[config.mk]
export PLATFORM = sky130hd
export DESIGN_NAME = tilt_sample_sequencer
export DESIGN_NICKNAME = d
export VERILOG_FILES = /design/src/rtl/tilt_pkg.sv /design/src/rtl/tilt_interval_timer.sv /design/src/rtl/tilt_sample_sequencer.sv
export SDC_FILE = /design/constraint.sdc
export NUM_CORES = 1
export LEC_CHECK = 0
export CAP_MARGIN = 20
export CORE_ASPECT_RATIO = 1.2
export CORE_MARGIN = 2
export CORE_UTILIZATION = 25
export CTS_CLUSTER_DIAMETER = 30
export DETAILED_ROUTE_END_ITERATION = 16
export GPL_TIMING_DRIVEN = 0
export SYNTH_ARGS = -nofsm -noshare
export SYNTH_HDL_FRONTEND = slang
export SYNTH_HIERARCHICAL = 1
export SYNTH_SLANG_ARGS = --single-unit
[constraint.sdc]
create_clock -name clk -period 2.1 [get_ports clk]
set_input_delay 0.525 -clock clk [delete_from_list [all_inputs] [get_ports clk]]
set_output_delay 0.525 -clock clk [all_outputs]
set_load 0.05 [all_outputs]
[src/rtl/tilt_pkg.sv]
// Shared types for the tilt acquisition path: sample type used by the
// sequencer and the position remapper, plus the sequencer state encoding.
package tilt_pkg;

  localparam int SAMPLE_W = 16;

  typedef logic signed [SAMPLE_W-1:0] sample_t;

  typedef enum logic [1:0] {
    ST_IDLE      = 2'd0,
    ST_WAIT_TICK = 2'd1,
    ST_REQ       = 2'd2,
    ST_PUBLISH   = 2'd3
  } state_t;

endpackage

[src/rtl/tilt_interval_timer.sv]
// Sample-interval tick generator: counts 0..TICK_DIV-1 while enabled and
// strobes tick on the last count; held at zero while disabled.
module tilt_interval_timer #(
  parameter int TICK_DIV = 50000
) (
  input  logic clk,
  input  logic rst_n,
  input  logic enable,
  output logic tick
);

  localparam int CW = $clog2(TICK_DIV);
  localparam logic [CW-1:0] LAST = CW'(TICK_DIV - 1);

  logic [CW-1:0] count;

  always_ff @(posedge clk or negedge rst_n) begin
    if (!rst_n) begin
      count <= '0;
    end else if (!enable || count == LAST) begin
      count <= '0;
    end else begin
      count <= count + CW'(1);
    end
  end

  assign tick = enable && (count == LAST);

endmodule

[src/rtl/tilt_sample_sequencer.sv]
// Periodic req/ack acquisition of tilt samples with boxcar averaging over
// 2^AVG_LOG2 samples and a sticky handshake-timeout flag.
//
//   state        | meaning
//   ST_IDLE      | disabled, nothing pending
//   ST_WAIT_TICK | waiting for the next sample interval tick
//   ST_REQ       | smp_req high, waiting for ack or timeout
//   ST_PUBLISH   | full set accumulated, load average and strobe valid
module tilt_sample_sequencer
  import tilt_pkg::*;
#(
  parameter int TICK_DIV = 50000,
  parameter int AVG_LOG2 = 3,
  parameter int TIMEOUT  = 1023
) (
  input  logic        clk,
  input  logic        rst_n,
  input  logic        enable,
  output logic        smp_req,
  input  logic        smp_ack,
  input  logic [15:0] smp_data,
  output logic [15:0] avg_out,
  output logic        avg_valid,
  output logic        timeout_err,
  input  logic        err_clr
);

  localparam int ACC_W = SAMPLE_W + AVG_LOG2;
  localparam int CNT_W = AVG_LOG2 + 1;
  localparam int TO_W  = $clog2(TIMEOUT + 1);
  localparam logic [CNT_W-1:0] CNT_LAST = CNT_W'((1 << AVG_LOG2) - 1);
  localparam logic [TO_W-1:0]  TO_LAST  = TO_W'(TIMEOUT - 1);

  state_t                   state;
  state_t                   state_nxt;
  logic                     tick;
  logic                     ack_ok;
  logic                     to_hit;
  sample_t                  sample;
  logic signed [ACC_W-1:0]  acc;
  logic [CNT_W-1:0]         smp_cnt;
  logic [TO_W-1:0]          to_cnt;
  sample_t                  avg_q;
  logic                     avg_valid_q;
  logic                     err_q;

  tilt_interval_timer #(
    .TICK_DIV (TICK_DIV)
  ) u_timer (
    .clk    (clk),
    .rst_n  (rst_n),
    .enable (enable),
    .tick   (tick)
  );

  assign sample = sample_t'(smp_data);

  // An ack in the limit cycle wins over the timeout.
  assign ack_ok = enable && (state == ST_REQ) && smp_ack;
  assign to_hit = enable && (state == ST_REQ) && !smp_ack && (to_cnt == TO_LAST);

  always_ff @(posedge clk or negedge rst_n) begin
    if (!rst_n) begin
      state <= ST_IDLE;
    end else begin
      state <= state_nxt;
    end
  end

  always_comb begin
    state_nxt = state;
    if (!enable) begin
      state_nxt = ST_IDLE;
    end else begin
      case (state)
        ST_IDLE:      state_nxt = ST_WAIT_TICK;
        ST_WAIT_TICK: if (tick) state_nxt = ST_REQ;
        ST_REQ: begin
          if (ack_ok) begin
            state_nxt = (smp_cnt == CNT_LAST) ? ST_PUBLISH : ST_WAIT_TICK;
          end else if (to_hit) begin
            state_nxt = ST_WAIT_TICK;
          end
        end
        ST_PUBLISH:   state_nxt = ST_WAIT_TICK;
        default:      state_nxt = ST_IDLE;
      endcase
    end
  end

  always_comb begin
    smp_req     = (state == ST_REQ);
    avg_valid   = avg_valid_q;
    avg_out     = avg_q;
    timeout_err = err_q;
  end

  always_ff @(posedge clk or negedge rst_n) begin
    if (!rst_n) begin
      acc         <= '0;
      smp_cnt     <= '0;
      to_cnt      <= '0;
      avg_q       <= '0;
      avg_valid_q <= 1'b0;
      err_q       <= 1'b0;
    end else begin
      avg_valid_q <= 1'b0;
      if (to_hit) begin
        err_q <= 1'b1;
      end else if (err_clr) begin
        err_q <= 1'b0;
      end

      if (!enable) begin
        acc     <= '0;
        smp_cnt <= '0;
        to_cnt  <= '0;
      end else begin
        case (state)
          ST_REQ: begin
            if (ack_ok) begin
              acc     <= acc + ACC_W'(sample);
              smp_cnt <= smp_cnt + CNT_W'(1);
              to_cnt  <= '0;
            end else if (to_hit) begin
              acc     <= '0;
              smp_cnt <= '0;
              to_cnt  <= '0;
            end else begin
              to_cnt <= to_cnt + TO_W'(1);
            end
          end
          // Average and strobe are registered together so they line up.
          ST_PUBLISH: begin
            avg_q       <= sample_t'(acc >>> AVG_LOG2);
            avg_valid_q <= 1'b1;
            acc         <= '0;
            smp_cnt     <= '0;
            to_cnt      <= '0;
          end
          default: to_cnt <= '0;
        endcase
      end
    end
  end

endmodule

# Word level (Yosys, flattened, before mapping)
# Index checks and enable logic that the tools add are counted.
[classes]
add_sub_neg = 4
multipliers = 0
div = 0
magnitude_cmp = 0
n_eq_ne = 9
n_shift = 0
muxes = 23
n_bitwise = 0
reduce_logical = 14
[op_table]
columns = ["operator", "count"]
rows = [
  ["19-bit 2-to-1 mux", 3],
  ["10-bit 2-to-1 mux", 4],
  ["19-bit case mux with 2 select lines", 1],
  ["19-bit by 16-bit adder with 19-bit output", 1],
  ["16-bit by 1-bit adder with 16-bit output, second input constant", 1],
  ["16-bit equality test, second input constant", 1],
  ["16-bit 2-to-1 mux", 1],
  ["4-bit 2-to-1 mux", 3],
  ["10-bit by 1-bit adder with 10-bit output, second input constant", 1],
  ["10-bit equality test, second input constant", 1],
  ["2-bit 2-to-1 mux", 5],
  ["4-bit case mux with 2 select lines", 1],
  ["2-bit case mux with 3 select lines", 1],
  ["2-bit AND reduction", 3],
  ["1-bit logical AND", 5],
  ["4-bit by 1-bit adder with 4-bit output, second input constant", 1],
  ["2-bit equality test, second input constant", 2],
  ["4-bit by 3-bit equality test with 1-bit output, second input constant", 1],
  ["1-bit 2-to-1 mux", 4],
  ["4-bit by 2-bit inequality test with 1-bit output, second input constant", 1],
  ["3-bit by 1-bit inequality test with 1-bit output, second input constant", 1],
  ["3-bit inequality test, second input constant", 1],
  ["2-bit by 1-bit equality test with 1-bit output, second input constant", 1],
  ["1-bit zero test", 2],
  ["other kinds (4)", 4],
]
[totals]
regBits = 69
latchBits = 0
ram_bits = 0
mem_bits_ro = 0
inputBits = 21
out_inout_bits = 19
elab_cells = 58
n_memories = 0

# Longest topological paths before layout
[depth]
depth_word = 8
depth_mapped = 8
ltp_nobuf = 8

# Hierarchy
# The synthesis kept the hierarchy.
[modules_own_cells]
columns = ["module", "n_inst", "cells_each", "area_each_um2", "seq_area_each_um2"]
rows = [
  ["tilt_sample_sequencer", 1, 300, 3044.2, 1326.3],
  ["tilt_interval_timer", 1, 82, 812.0, 400.4],
]

# Least setup slack after synthesis
# Ideal clock, no wire load.
[synth_timing]
kind = "input-to-reg"
from = "input port smp_data[0]"
to = "register acc[18]"
setup_ps = 132
t_arrival_ps = 2284
slack_ps = -315
stages = 8
n_path_buf = 0
cell_sequence = "ha_1 -> fa_1 -> a21o_1 -> a221oi_2 -> o31ai_4 -> a21boi_2 -> mux2i_1 -> o211ai_1"
[synth_via]
elab_chain_len = 4
[synth_lines]
columns = ["item", "line_no", "source"]
rows = [
  ["from (decl)", "tilt_sample_sequencer.sv:21", "input logic [15:0] smp_data,"],
  ["19-bit by 16-bit adder with 19-bit output", "tilt_sample_sequencer.sv:122", "acc <= acc + ACC_W'(sample);"],
  ["19-bit 2-to-1 mux", "tilt_sample_sequencer.sv:121", "if (ack_ok) begin"],
  ["19-bit case mux with 2 select lines", "tilt_sample_sequencer.sv:119", "case (state)"],
  ["19-bit 2-to-1 mux", "tilt_sample_sequencer.sv:114", "if (!enable) begin"],
  ["to (signal assigned)", "tilt_sample_sequencer.sv:122", ""],
  ["to (decl)", "tilt_sample_sequencer.sv:40", "logic signed [ACC_W-1:0] acc;"],
]
# No other way between the ends.
# A chain may end at the register's enable or synchronous reset.

# Worst setup path after layout
[layout_timing]
from = "register acc[0]"
to = "register acc[18]"
[layout_via]
elab_chain_len = 4
[layout_lines]
columns = ["item", "line_no"]
rows = [
  ["19-bit by 16-bit adder with 19-bit output", "tilt_sample_sequencer.sv:122"],
  ["19-bit 2-to-1 mux", "tilt_sample_sequencer.sv:121"],
  ["19-bit case mux with 2 select lines", "tilt_sample_sequencer.sv:119"],
  ["19-bit 2-to-1 mux", "tilt_sample_sequencer.sv:114"],
]
# No other way between the ends.

==> results.json <==
{
  "status": "complete, but fails checks",
  "violations": "negative setup slack",
  "ant_nets": 0,
  "ir_drop_mv": 0.410,
  "gp_congestion": 0.852,
  "die_x_um": 117,
  "core_area_mm2": 0.0150,
  "htreeDepth": 3,
  "startpoint_type": "register",
  "finalNetCount": 502,
  "area.sequential_mm2": 0.00173,
  "synth-seq-cells": 69,
  "io_buffers": 39,
  "r2r_slack_ns": -0.20,
  "synth_top_area_frac": 0.448,
  "synth_nets": 426,
  "ios": 40,
  "synthTopCellsByArea": "dfrtp_1, ha_1, xnor2_1",
  "rows": 49,
  "grt_remaining_overflow": 0,
  "synth-edff-count": 0,
  "dieHeight_um": 140,
  "design_area_mm2": 0.00535,
  "grt.busiest_layer": "met2",
  "maxSlewViolCount": 0,
  "synth-async-reset-ratio": 1.00,
  "ys_seq_area_frac": 0.448,
  "synth_warnings": 6,
  "cp.arrival_ns": 2.51,
  "synth.avg_cell_area_um2": 10.1,
  "yosysTopAreaCell": "dfrtp_1",
  "relSlewSlack": 0.411,
  "clock_sinks": 69,
  "cts.path.max_buffers": 2,
  "gr-usage-all-layers": 0.123,
  "syn2layout_area_growth_pct": 38.7,
  "worstHoldPathType": "input port to asynchronous set/reset pin",
  "max_slew.worst_pin.slew_ns": 0.884,
  "cts_buffers": 9,
  "grt_pass1_wl_um": 16500,
  "setup_viol": 5,
  "use_met1": 0.147,
  "synth_ff_type": "dfrtp_1",
  "ys_types": 61,
  "grt_pass1_vias": 3361,
  "start_util": 0.257,
  "multi_input_area_mm2": 0.00234,
  "hold_viol_final": 0,
  "tritoncts": "yes",
  "netlist_area_mm2": 0.00386,
  "drt_iter0_drc": 140,
  "grt_max_degree": 70,
  "fmaxAchievable_mhz": 434,
  "drive_above_1_share": 0.245,
  "utilization": 0.356,
  "dp_slack_ns": -0.834,
  "antenna_found_initial": 0,
  "skew_ns": 0.00491,
  "final_common_cell": "dfrtp_1",
  "power.density_mw_per_mm2": 610,
  "met2_usage": 0.217,
  "layout_common_cells": "dfrtp_1, nor2_1, nand2_1",
  "cts_hold_buf": 0,
  "crit_path_max_fanout": 2,
  "vias": 3208,
  "worstPathRequired_ns": 2.30,
  "place_area_mm2": 0.00454,
  "rsz0062_at_grt": "true",
  "drc_errors": 0,
  "syn_inst": 382,
  "grt.met3_usage": 0.0232,
  "clock_latency_ns": 0.33,
  "fin_crit_sh": 1.10,
  "diodes": 0,
  "clkTransAtPathRegs_ns": 0.05,
  "crit_type": "register to register",
  "worst_setup_path_end_kind": "register",
  "finalWorstSetupSlack_ns": -0.204,
  "hpwl_um": 6440,
  "via_per_inst": 4.82,
  "min_period_ns": 2.30,
  "avgRoutedWirePerCell_um": 14.5,
  "drt_wl_total_um": 9650,
  "cts_root_buffer": "clkbuf_16",
  "drv_cap": 0,
  "fill_cells": 1494,
  "leakagePower_nw": 2.28,
  "dieArea_mm2": 0.0164,
  "dr.pass1.iters": 4
}
-- area by class of cell --
cell class | count | share of cell area
multi-input combinational | 291 | 0.438
inverter | 11 | 0.00772
buffer | 10 | 0.0126
tap | 204 | 0.0477
timing repair buffer | 66 | 0.109
sequential | 69 | 0.324
clock inverter | 4 | 0.0182
clock buffer | 11 | 0.0435
-- critical path, cell delays in order (launching register included) --
cell and delay (ns):
dfrtp_1 0.41, ha_4 0.18, fa_2 0.35, a21o_1 0.21, a221oi_4 0.33, o31ai_4 0.11
buf_6 0.14, a21boi_4 0.15, mux2i_1 0.20, o211ai_1 0.11
-- path summary, 6_finish.rpt --
path / to / cells past startpoint / startpoint
max: acc[18] / 9 / acc[0]
min: u_timer/count[13] / 1 / rst_n
max reg2reg: acc[18] / 9 / acc[0]
min reg2reg: smp_cnt[3] / 1 / smp_cnt[3]
max in group asynchronous: u_timer/count[7] / 1 / rst_n
min in group clk: smp_cnt[3] / 1 / smp_cnt[3]
-- per-layer routing --
metal,share of wire,routed length (um),vias to the layer above
met1,0.44,4250,1587
li1,-,-,1545
met5,0,0,-
met4,0.020,191,0
met2,0.51,4880,59
met3,0.034,325,17
-- cell families (layout without fill, tap and decap cells) --
kind of cell / Yosys count / count (layout) / share of synthesized area
fa+ha+maj: 23 / 23 / 0.0766
simple gates: 142 / 142 / 0.189
mux: 17 / 17 / 0.0493
xor+xnor: 33 / 33 / 0.0750
flops: 69 / 69 / 0.448
compound gates: 76 / 76 / 0.137
buf+inv: 22 / 102 / 0.0263
-- state kept, by name, summed over array words and instances (netlist names) --
name and count:
avg_valid 1, to_cnt 10, avg_out 16, u_timer/count 16, smp_cnt 4, timeout_err 1, state 2, acc 19
-- synthesized netlist by cell type (3+ instances only) --
library cell  instances
a22o_1                4
xor2_1               12
o21ai_1               5
nand4_1              15
xnor2_1              21
and3_1                4
buf_2                 3
nand3_1              18
a21o_1                6
o21ai_0              21
inv_1                11
nor3_1                7
clkbuf_1              6
ha_1                 22
a32o_1                3
nor4_1                5
nor2_1               37
mux2_2               16
a21oi_1              12
dfrtp_1              69
a31oi_1               4
nand2_1              34
-- power by group --
part           internal (W)  switching (W)
combinational     0.0000930       0.000122
sequential          0.00134     0.00000551
clock               0.00115       0.000551
-- stage by stage --
step                setup TNS (ns)  hold WS (ns)  cells  total power [W]
finish                      -0.659         0.308    666          0.00326
global route                 -1.34         0.385    666          0.00339
CTS                         -0.548         0.358    657          0.00329
detailed placement          -20.64         0.460    625          0.00154
global placement           -150.64         0.451    625          0.00154
floorplan                   -0.528         0.229    382          0.00145
-- repair_timing --
action | in CTS | in global routing
endpoints found under the setup margin | 34 | 25
gates cloned | 0 | 0
pin swaps | 27 | 26
resized for setup | 56 | 27
buffers inserted | 18 | 10
Note: power is estimated with default switching activity, not from simulation.
